File: src/rtl/flash_cmd_pkg.sv
// rtl/flash_cmd_pkg.sv - flash command bytes, status bits, error codes and FSM encoding
//
// Purpose: shared constants for the flash record store and its bus master.
// Ports:   none (package).
package flash_cmd_pkg;

   // Intel-style command bytes
   localparam logic [7:0] CMD_READ_ARRAY = 8'hFF;
   localparam logic [7:0] CMD_ERASE      = 8'h20;
   localparam logic [7:0] CMD_CONFIRM    = 8'hD0;
   localparam logic [7:0] CMD_PROGRAM    = 8'h40;
   localparam logic [7:0] CMD_CLR_SR     = 8'h50;

   // Status register bit positions
   localparam int SR_READY     = 7;
   localparam int SR_ERASE_ERR = 5;
   localparam int SR_PROG_ERR  = 4;
   localparam int SR_VPP_ERR   = 3;

   // err_code values
   localparam logic [1:0] ERR_NONE    = 2'd0;
   localparam logic [1:0] ERR_ERASE   = 2'd1;
   localparam logic [1:0] ERR_PROG    = 2'd2;
   localparam logic [1:0] ERR_TIMEOUT = 2'd3;

   // Sequencer states
   localparam logic [3:0] ST_IDLE        = 4'd0;
   localparam logic [3:0] ST_ERASE_SETUP = 4'd1;
   localparam logic [3:0] ST_ERASE_CONF  = 4'd2;
   localparam logic [3:0] ST_ERASE_POLL  = 4'd3;
   localparam logic [3:0] ST_PROG_SETUP  = 4'd4;
   localparam logic [3:0] ST_PROG_DATA   = 4'd5;
   localparam logic [3:0] ST_PROG_POLL   = 4'd6;
   localparam logic [3:0] ST_READ_ARRAY  = 4'd7;
   localparam logic [3:0] ST_LOAD_READ   = 4'd8;
   localparam logic [3:0] ST_CLR_STATUS  = 4'd9;
   localparam logic [3:0] ST_FINISH      = 4'd10;

   // A status byte reports "done" once the ready bit is set
   function automatic logic sr_ready(input logic [7:0] sr);
      return sr[SR_READY];
   endfunction

endpackage

File: src/rtl/flash_bus_master.sv
// rtl/flash_bus_master.sv - turns single op requests into one fb_start pulse with held address/data
//
// Purpose: issues one bridge access per accepted op_req, holds fb_addr/fb_wdata/fb_dir
//          from the fb_start cycle until fb_done, and reports completion.
// Ports:
//   CLK_50MHZ, RST          clock, synchronous active-high reset
//   op_req                  request one access (accepted only when none outstanding)
//   op_dir/op_addr/op_wdata access direction (1 = read), address, write byte
//   op_done                 completion of the outstanding access (fb_done qualified)
//   op_rdata                read byte, valid with op_done
//   fb_addr/fb_wdata/fb_dir bridge request fields
//   fb_start                1-cycle start pulse
//   fb_rdata/fb_done        bridge response
module flash_bus_master
   import flash_cmd_pkg::*;
#(
   parameter logic [7:0] RESET_ADDR = 8'h00
) (
   input  logic       CLK_50MHZ,
   input  logic       RST,
   input  logic       op_req,
   input  logic       op_dir,
   input  logic [7:0] op_addr,
   input  logic [7:0] op_wdata,
   output logic       op_done,
   output logic [7:0] op_rdata,
   output logic [7:0] fb_addr,
   output logic [7:0] fb_wdata,
   output logic       fb_dir,
   output logic       fb_start,
   input  logic [7:0] fb_rdata,
   input  logic       fb_done
);

   logic pending;

   // fb_done only counts when an access is actually open
   assign op_done  = pending && fb_done;
   assign op_rdata = fb_rdata;

   always_ff @(posedge CLK_50MHZ) begin
      if (RST) begin
         pending  <= 1'b0;
         fb_start <= 1'b0;
         fb_dir   <= 1'b1;
         fb_addr  <= RESET_ADDR;
         fb_wdata <= CMD_READ_ARRAY;
      end else begin
         fb_start <= 1'b0;
         if (op_req && !pending) begin
            pending  <= 1'b1;
            fb_start <= 1'b1;
            fb_dir   <= op_dir;
            fb_addr  <= op_addr;
            fb_wdata <= op_wdata;
         end else if (op_done) begin
            pending <= 1'b0;
         end
      end
   end

endmodule

File: src/rtl/flash_record_store.sv
// rtl/flash_record_store.sv - saves/loads a scoreboard record to/from NOR flash over the 8-bit bridge
//
// Purpose: save = block erase + byte program of REC_LEN bytes with status polling, then read-array;
//          load = read-array then REC_LEN byte reads written back to the record.
// Ports:
//   CLK_50MHZ, RST             clock, synchronous active-high reset
//   save_req, load_req         1-cycle request pulses (save wins; ignored while busy)
//   busy, done, err, err_code  operation status; err/err_code valid with done
//   rec_idx, rec_rdata         record byte index and its current value
//   rec_we, rec_wdata          record write strobe and byte during load
//   fb_addr, fb_wdata, fb_dir, fb_start, fb_rdata, fb_done  flash bridge handshake
module flash_record_store
   import flash_cmd_pkg::*;
#(
   parameter int          REC_LEN   = 4,
   parameter logic [7:0]  BASE_ADDR = 8'h00,
   parameter logic [15:0] POLL_MAX  = 16'd60000
) (
   input  logic       CLK_50MHZ,
   input  logic       RST,
   input  logic       save_req,
   input  logic       load_req,
   output logic       busy,
   output logic       done,
   output logic       err,
   output logic [1:0] err_code,
   output logic [7:0] rec_idx,
   input  logic [7:0] rec_rdata,
   output logic       rec_we,
   output logic [7:0] rec_wdata,
   output logic [7:0] fb_addr,
   output logic [7:0] fb_wdata,
   input  logic [7:0] fb_rdata,
   output logic       fb_dir,
   output logic       fb_start,
   input  logic       fb_done
);

   localparam logic [7:0]  LAST_IDX   = 8'(REC_LEN - 1);
   localparam logic [16:0] POLL_LIMIT = {1'b0, POLL_MAX};

   logic [3:0]  state;
   logic        issued;     // the current state's access has been handed to the bus master
   logic        mode_load;
   logic [7:0]  idx;
   logic [15:0] poll_cnt;
   logic        err_flag;
   logic [16:0] poll_next;

   logic        op_req;
   logic        op_dir;
   logic [7:0]  op_addr;
   logic [7:0]  op_wdata;
   logic        op_done;
   logic [7:0]  op_rdata;
   logic [7:0]  byte_addr;

   // 8-bit wrap of the record address is intentional
   assign byte_addr = BASE_ADDR + idx;
   assign poll_next = {1'b0, poll_cnt} + 17'd1;

   assign busy      = (state != ST_IDLE);
   assign done      = (state == ST_FINISH);
   assign err       = err_flag;
   assign rec_idx   = idx;
   assign rec_we    = op_done && (state == ST_LOAD_READ);
   assign rec_wdata = rec_we ? op_rdata : 8'h00;

   // Every state except IDLE/FINISH performs exactly one access per visit (polls re-arm 'issued')
   always_comb begin
      op_req   = 1'b0;
      op_dir   = 1'b1;
      op_addr  = BASE_ADDR;
      op_wdata = CMD_READ_ARRAY;
      case (state)
         ST_ERASE_SETUP: begin op_req = !issued; op_dir = 1'b0; op_wdata = CMD_ERASE;   end
         ST_ERASE_CONF:  begin op_req = !issued; op_dir = 1'b0; op_wdata = CMD_CONFIRM; end
         ST_ERASE_POLL:  begin op_req = !issued; end
         ST_PROG_SETUP:  begin op_req = !issued; op_dir = 1'b0; op_addr = byte_addr; op_wdata = CMD_PROGRAM; end
         ST_PROG_DATA:   begin op_req = !issued; op_dir = 1'b0; op_addr = byte_addr; op_wdata = rec_rdata;   end
         ST_PROG_POLL:   begin op_req = !issued; op_addr = byte_addr; end
         ST_READ_ARRAY:  begin op_req = !issued; op_dir = 1'b0; op_wdata = CMD_READ_ARRAY; end
         ST_LOAD_READ:   begin op_req = !issued; op_addr = byte_addr; end
         ST_CLR_STATUS:  begin op_req = !issued; op_dir = 1'b0; op_wdata = CMD_CLR_SR; end
         default:        begin op_req = 1'b0; end
      endcase
   end

   always_ff @(posedge CLK_50MHZ) begin
      if (RST) begin
         state     <= ST_IDLE;
         issued    <= 1'b0;
         mode_load <= 1'b0;
         idx       <= 8'h00;
         poll_cnt  <= 16'h0000;
         err_flag  <= 1'b0;
         err_code  <= ERR_NONE;
      end else begin
         if (op_req) issued <= 1'b1;
         case (state)
            ST_IDLE: begin
               issued   <= 1'b0;
               idx      <= 8'h00;
               poll_cnt <= 16'h0000;
               if (save_req) begin
                  mode_load <= 1'b0;
                  err_flag  <= 1'b0;
                  err_code  <= ERR_NONE;
                  state     <= ST_ERASE_SETUP;
               end else if (load_req) begin
                  mode_load <= 1'b1;
                  err_flag  <= 1'b0;
                  err_code  <= ERR_NONE;
                  state     <= ST_READ_ARRAY;
               end
            end
            ST_FINISH: state <= ST_IDLE;
            default: begin
               if (op_done) begin
                  issued <= 1'b0;
                  case (state)
                     ST_ERASE_SETUP: state <= ST_ERASE_CONF;
                     ST_ERASE_CONF: begin
                        poll_cnt <= 16'h0000;
                        state    <= ST_ERASE_POLL;
                     end
                     ST_ERASE_POLL: begin
                        if (sr_ready(op_rdata)) begin
                           if (op_rdata[SR_ERASE_ERR]) begin
                              err_flag <= 1'b1;
                              err_code <= ERR_ERASE;
                              state    <= ST_CLR_STATUS;
                           end else begin
                              idx   <= 8'h00;
                              state <= ST_PROG_SETUP;
                           end
                        end else if (poll_next >= POLL_LIMIT) begin
                           err_flag <= 1'b1;
                           err_code <= ERR_TIMEOUT;
                           state    <= ST_CLR_STATUS;
                        end else begin
                           poll_cnt <= poll_next[15:0];
                        end
                     end
                     ST_PROG_SETUP: state <= ST_PROG_DATA;
                     ST_PROG_DATA: begin
                        poll_cnt <= 16'h0000;
                        state    <= ST_PROG_POLL;
                     end
                     ST_PROG_POLL: begin
                        if (sr_ready(op_rdata)) begin
                           if (op_rdata[SR_PROG_ERR] || op_rdata[SR_VPP_ERR]) begin
                              err_flag <= 1'b1;
                              err_code <= ERR_PROG;
                              state    <= ST_CLR_STATUS;
                           end else if (idx == LAST_IDX) begin
                              state <= ST_READ_ARRAY;
                           end else begin
                              idx   <= idx + 8'd1;
                              state <= ST_PROG_SETUP;
                           end
                        end else if (poll_next >= POLL_LIMIT) begin
                           err_flag <= 1'b1;
                           err_code <= ERR_TIMEOUT;
                           state    <= ST_CLR_STATUS;
                        end else begin
                           poll_cnt <= poll_next[15:0];
                        end
                     end
                     ST_CLR_STATUS: state <= ST_READ_ARRAY;
                     ST_READ_ARRAY: begin
                        idx   <= 8'h00;
                        state <= (mode_load && !err_flag) ? ST_LOAD_READ : ST_FINISH;
                     end
                     ST_LOAD_READ: begin
                        if (idx == LAST_IDX) state <= ST_FINISH;
                        else                 idx   <= idx + 8'd1;
                     end
                     default: state <= ST_IDLE;
                  endcase
               end
            end
         endcase
      end
   end

   flash_bus_master #(
      .RESET_ADDR (BASE_ADDR)
   ) u_bus (
      .CLK_50MHZ (CLK_50MHZ),
      .RST       (RST),
      .op_req    (op_req),
      .op_dir    (op_dir),
      .op_addr   (op_addr),
      .op_wdata  (op_wdata),
      .op_done   (op_done),
      .op_rdata  (op_rdata),
      .fb_addr   (fb_addr),
      .fb_wdata  (fb_wdata),
      .fb_dir    (fb_dir),
      .fb_start  (fb_start),
      .fb_rdata  (fb_rdata),
      .fb_done   (fb_done)
   );

endmodule

File: config.mk
export PLATFORM = sky130hd
export DESIGN_NAME = flash_record_store
export DESIGN_NICKNAME = d
export VERILOG_FILES = /design/src/rtl/flash_cmd_pkg.sv /design/src/rtl/flash_bus_master.sv /design/src/rtl/flash_record_store.sv
export SDC_FILE = /design/constraint.sdc
export NUM_CORES = 1
export LEC_CHECK = 0
export BUFFER_PORTS_ARGS = -buffer_cell sky130_fd_sc_hd__buf_4
export CORE_ASPECT_RATIO = 1.1
export CORE_MARGIN = 2
export CORE_UTILIZATION = 30
export CTS_CLUSTER_SIZE = 40
export DETAILED_ROUTE_END_ITERATION = 12
export GPL_TIMING_DRIVEN = 0
export PLACE_DENSITY = 0.6
export SYNTH_ARGS = -nofsm -noshare
export SYNTH_HDL_FRONTEND = slang
export SYNTH_SLANG_ARGS = --single-unit
File: constraint.sdc
create_clock -name CLK_50MHZ -period 2.2 [get_ports CLK_50MHZ]
set_input_delay 0.22 -clock CLK_50MHZ [delete_from_list [all_inputs] [get_ports CLK_50MHZ]]
set_output_delay 0.22 -clock CLK_50MHZ [all_outputs]
set_load 0.05 [all_outputs]
* After elaboration in Yosys (flattened, before gate mapping)
Cells that the tools add are included.
** Storage, ports and cells
- Register bits after elaboration :: 52
- Bits of input ports :: 21
** Operators by class
- Multiplexer cells :: 59
- Reductions and logical operators :: 27
- Eq/ne operators :: 21
- $add $sub $neg :: 2
- Bitwise logic cells :: 1
- Order comparisons :: 1
** Operators with widths (count)
- 2-to-1 mux 8 bit :: 8
- one-hot mux 16 bit (2 select lines) :: 2
- 2-to-1 mux 16 bit :: 3
- one-hot mux 8 bit (5 select lines) :: 1
- 2-to-1 mux 4 bit :: 9
- one-hot mux 4 bit (9 select lines) :: 1
- one-hot mux 8 bit (4 select lines) :: 1
- 2-to-1 mux 2 bit :: 10
- adder 16 x 1 -> 17 bit (second input constant) :: 1
- greater-or-equal comparator 17 x 16 -> 1 bit (second input constant) :: 1
- 2-to-1 mux 1 bit :: 17
- equality test 4 x 3 -> 1 bit (second input constant) :: 4
- one-hot mux 8 bit (2 select lines) :: 1
- inequality test 3 bit (second input constant) :: 5
- equality test 4 bit (second input constant) :: 3
- nonzero test 3 bit :: 3
- OR reduction 9 bit :: 1
- adder 8 x 1 -> 8 bit (second input constant) :: 1
- equality test 4 x 2 -> 1 bit (second input constant) :: 2
- equality test 8 x 2 -> 1 bit (second input constant) :: 1
- inequality test 4 bit (second input constant) :: 2
- one-hot mux 2 bit (2 select lines) :: 2
- one-hot mux 4 bit (2 select lines) :: 1
- AND reduction 7 bit :: 1
- 19 further kinds :: 30

* Longest topological paths before layout
- Depth in word-level cells :: 7
- Mapped depth :: 11

* Hierarchy
From an unflattened synthesis, not the netlist that was laid out.
** Second synthesis, totals
- Cells, all modules :: 455
- Area total of the unflattened synthesis :: 3454.6 um^2
** Modules (own cells, without submodules)
- flash_record_store :: sequential area each 660.6 um^2, cells each 365, area an instance 2597.5 um^2, instances 1
- flash_bus_master :: sequential area each 380.4 um^2, cells each 90, area an instance 857.1 um^2, instances 1

* Least setup slack after synthesis
No wires, ideal clock.
- Path kind :: register to output
- Start :: register state[3]
- End :: output port rec_wdata[0]
- Arrival :: 2.588 ns
- Setup slack :: -0.608 ns
- Required time :: 1.980 ns
- Stages on the path, launching flop included :: 8
- Path buffers :: 2
- Cell sequence :: dfxtp_1 > clkbuf_1 > inv_1 > clkbuf_1 > nor2_1 > nand2_1 > nor2_1 > and2_1
** On the way
- Word-level cells in the longest chain between the ends :: 3
** RTL lines
- from (decl) :: line flash_record_store.sv:42 : logic [3:0] state;
- from (signal assigned) :: line flash_record_store.sv:173 : state <= (mode_load && !err_flag) ? ST_LOAD_READ : ST_FINISH;
- equality test 4 bit :: line flash_record_store.sv:66 : assign rec_we = op_done && (state == ST_LOAD_READ);
- logical AND 1 bit :: line flash_record_store.sv:66
- net rec_we :: line flash_record_store.sv:29 : output logic rec_we,
- 2-to-1 mux 8 bit :: line flash_record_store.sv:67 : assign rec_wdata = rec_we ? op_rdata : 8'h00;
- to (decl) :: line flash_record_store.sv:30 : output logic [7:0] rec_wdata,
The timed path passes the listed nets, and every way through them passes these cells.

* Final worst setup path
- Start :: register poll_cnt[10]
- End :: register poll_cnt[7]
** On the way
- Word-level cells in the longest chain between the ends :: 4
** RTL lines
- from (decl) :: line flash_record_store.sv:46 : logic [15:0] poll_cnt;
- from (signal assigned) :: line flash_record_store.sv:142 : poll_cnt <= poll_next[15:0];
- from (signal assigned) :: line flash_record_store.sv:167 : poll_cnt <= poll_next[15:0];
- adder 16 x 1 -> 17 bit :: line flash_record_store.sv:60 : assign poll_next = {1'b0, poll_cnt} + 17'd1;
- greater-or-equal comparator 17 x 16 -> 1 bit :: line flash_record_store.sv:137, flash_record_store.sv:162
- inequality test 3 x 2 -> 1 bit (no line)
- AND reduction 5 bit (no line)
No other way between the ends.
A chain may end at the register's enable or synchronous reset.

==> summary.txt <==
Logic synthesis
  – Largest cells by area after synthesis: dfxtp_1 35%, nor2_1 4.9%, a21oi_1 4.8%, nand2_1 4.2%, nand3_1 3.2%
  – Yosys reg bits: 52
  – Cells after Synth: 386
  – Count of cell types in the netlist: 62
  – Yosys warnings: 0
  – Asr flop ratio synth: 0%
  – Post-synth EDFFs: 0
  – Top-area cell type share of the netlist area: 34.5%
  – Dominant cell type by area after synthesis: dfxtp_1
  – Main flop type after synthesis: dfxtp_1
  – Mapped cell area: 3020 sq um
  – Post-synth net total: 410
  – Post-synthesis sequential area ratio: 34.5%
  – Synthesized area per cell: 7.82 sq um

Timing
  – Rel. slew slack: 54.2%
  – Final hold viol count: 0
  – Unrepaired setup endpoints after global routing: yes
  – Skew final: 0.00802 ns
  – Final Max Tran Viols: 0
  – Min Tclk post-route: 2.31 ns
  – Final period utilization: 105%
  – Min Hold Slack: 0.111 ns
  – Setup WS post-layout: -0.109 ns
  – FMAX: 433 MHz
  – Final setup viols: 20
  – Worst-Margin Slew: 0.687 ns

Floorplan
  – # rows: 38
  – Area of the die: 10,900 sq um
  – Boundary pin count: 61
  – Die X: 99.6 um
  – Die height: 109 um
  – CORE AREA: 9840 sq um
  – Starting Density: 30.7%

Clocking
  – CTS Buffer Depth: 2
  – Max H-tree Level: 2
  – Total CTS buffers: 5
  – CTS tree: built
  – CTS root buffer: clkbuf_8
  – Hold_buf cts: 0
  – TritonCTS Sinks: 52
  – Clock transition at path regs: 0.10 ns
  – Worst skew pair latency: 0.31 ns

Placed design
  – Placer congestion estimate: 0.888
  – Estimated wirelength of the detail-placed design: 6.72 mm
  – Number of I/O port buffers: 59

Critical path
  – Worst-path maximum fanout: 7
  – Cell Chain, Critical Path: inv_1, or4_4, a211oi_2, a211oi_2, o21ai_2, a21oi_4, buf_6, a32o_1, a31o_1
  – R2R Setup Slk: -0.11 ns
  – Crit Reg-Reg Startpoint: poll_cnt[10]$_SDFFE_PP0P_
  – Worst reg2reg path depth: 9
  – CP startpoint kind: flop
  – Crit-path slowest cell: or4_4
  – Max stage delay on crit path: 0.54 ns
  – Critical Path RT: 2.41 ns
  – Critical path arrival: 2.52 ns
  – Reg2reg end: poll_cnt[7]$_SDFFE_PP0P_
  – CP top delay family: compound AO/OA/AOI/OAI gates
  – Setup Crit Path Kind: reg2reg
  – Crit end category: flop
  – Worst path most repeated cell: a211oi_2
  – CP Buf/Inv Count: 2

Global route
  – Grt total ovfl: 0
  – GR Util met3: 3.21%
  – Global-route wire length before repair: 16.0 mm
  – Grt peak-use layer: met2
  – Vias in the first global route: 3,274
  – GRT met2 Usage: 32.5%
  – Met1 Use GR: 21.3%
  – Largest net degree at the start of global routing: 17
  – Total Routing Usage GR: 18.3%
  – Antenna violations before repair: 0

Power and ir drop
  – Max VDD drop: 0.000680 V
  – Cell leakage power: 1.78 nW
  – Power Density: 1020 nW/um^2
  – Tot Pwr: 4.72 mW

Drt
  – Drc violations: 0
  – First-iteration detailed-routing DRC count: 191
  – 1st-pass router iterations: 4
  – WL/cell: 16.9 um
  – WL final: 10.4 mm
  – Vias per inst: 5.49
  – Vias: 3,371
  – Antenna viol nets, final: 0

Layout
  – Commonest non-fill, non-tap cell in the layout: buf_4
  – Antenna cell count: 0
  – Share of layout cells above drive strength 1: 42.5%
  – Synthesis-to-finish area growth: 52.8%
  – Nets: 517
  – Most frequent cells in the layout: 94 x buf_4, 39 x dfxtp_1, 33 x nor2_1, 30 x nand2_1, 25 x a21oi_1
  – Final core utilization: 46.8%

Worst hold path
  – Worst hold-check path type: in2reg
  – Hold path start: save_req
  – Worst Hold Depth: 2
  – Min-Delay Endpoint: mode_load$_SDFFE_PP0P_

Run
  – Max-Cap Viols: 0

Run status
  – Run status: complete, but fails checks
  – Failing checks: setup timing
## worst reg2reg max path, stage by stage, from the launching register on
cell and delay [ns]:
dfxtp_2 0.42, inv_1 0.10, or4_4 0.54, a211oi_2 0.25, a211oi_2 0.08, o21ai_2 0.15, a21oi_4 0.13, buf_6 0.14
a32o_1 0.21, a31o_1 0.19
## per-layer routing
metal,share of wire [%],up-vias
met5,0,-
met4,2.0,0
met3,4.4,17
met2,53,94
met1,41,1620
li1,-,1640
## what timing repair did
item / 4_1_cts / 5_1_grt
buffers inserted: 29 / 12
resized for setup: 61 / 65
setup endpoints to repair: 56 / 56
gates cloned: 3 / 0
pin swaps: 26 / 25
## per-stage QoR
stage	setup TNS, ns	setup WS [ns]	instance area, sq um	cells
6_report	-1.15	-0.109	4610	614
5_1_grt	-3.29	-0.197	4610	614
4_1_cts	-0.424	-0.0730	4250	602
3_5_place_dp	-10.53	-0.448	3700	565
3_3_place_gp	-8.58	-0.394	3700	565
2_1_floorplan	-0.0141	-0.0104	3110	386
## cell type report
type                            instances  area (sq um)
Clock buffer                            6          72.6
Multi-Input combinational cell        298          2270
Timing Repair Buffer                  102           803
Buffer                                 22           154
Clock inverter                          2          38.8
Sequential cell                        52          1070
Inverter                               12          47.5
Tap cell                              120           150
Fill cell                             932          5230
## how the worst max path moves through the flow
stage / startpoint / to / slack (ns) / cells past startpoint
after global placement: state[1]$_SDFFE_PP0P_ / poll_cnt[9]$_SDFFE_PP0P_ / -0.39 / 7
final: poll_cnt[10]$_SDFFE_PP0P_ / poll_cnt[7]$_SDFFE_PP0P_ / -0.11 / 9
after detailed placement: state[1]$_SDFFE_PP0P_ / poll_cnt[9]$_SDFFE_PP0P_ / -0.45 / 7
after CTS: poll_cnt[7]$_SDFFE_PP0P_ / poll_cnt[7]$_SDFFE_PP0P_ / -0.07 / 9
after floorplan: poll_cnt[0]$_SDFFE_PP0P_ / poll_cnt[7]$_SDFFE_PP0P_ / -0.01 / 9
after global routing: poll_cnt[1]$_SDFFE_PP0P_ / poll_cnt[7]$_SDFFE_PP0P_ / -0.20 / 11
## kinds of logic after synthesis
group | share of synthesized area (%)
adder cells (fa/ha/maj) | 1.24
multiplexers | 0.705
AND/OR/NAND/NOR | 28.7
buffers and inverters | 4.94
flip-flops | 34.5
AO/OA/AOI/OAI | 27.3
XOR/XNOR | 2.61
## sequential cells by signal (all words and copies together) (netlist names), 2 cells and up
signal	count
err_code	2
poll_cnt	16
rec_idx	8
state	4
u_bus.fb_addr	8
u_bus.fb_wdata	8
## synthesized netlist by cell type (3+ instances only)
cell type  number
dfxtp_1        52
nor2_1         39
nand2_1        34
a21oi_1        29
nand3_1        19
clkbuf_1       18
and2_1         11
inv_1          11
nor3_1         11
o21ai_0        11
a211oi_1       10
nand4_1        10
a22o_1          9
a211o_1         8
and3_1          8
nand2b_1        8
xor2_1          7
nor2b_1         6
o31ai_1         6
buf_2           5
o211ai_1        5
o311ai_1        5
or3_1           5
a31oi_1         4
a21o_1          3
ha_1            3
nor4_1          3
or4_1           3
## power by group
part           internal, mW  switching [mW]  total (mW)
clock network         0.345           0.345       0.689
logic                  1.04            1.82        2.86
registers              1.08          0.0898        1.17
total                  2.47            2.25        4.72
Note: power is estimated with default switching activity, not from simulation.
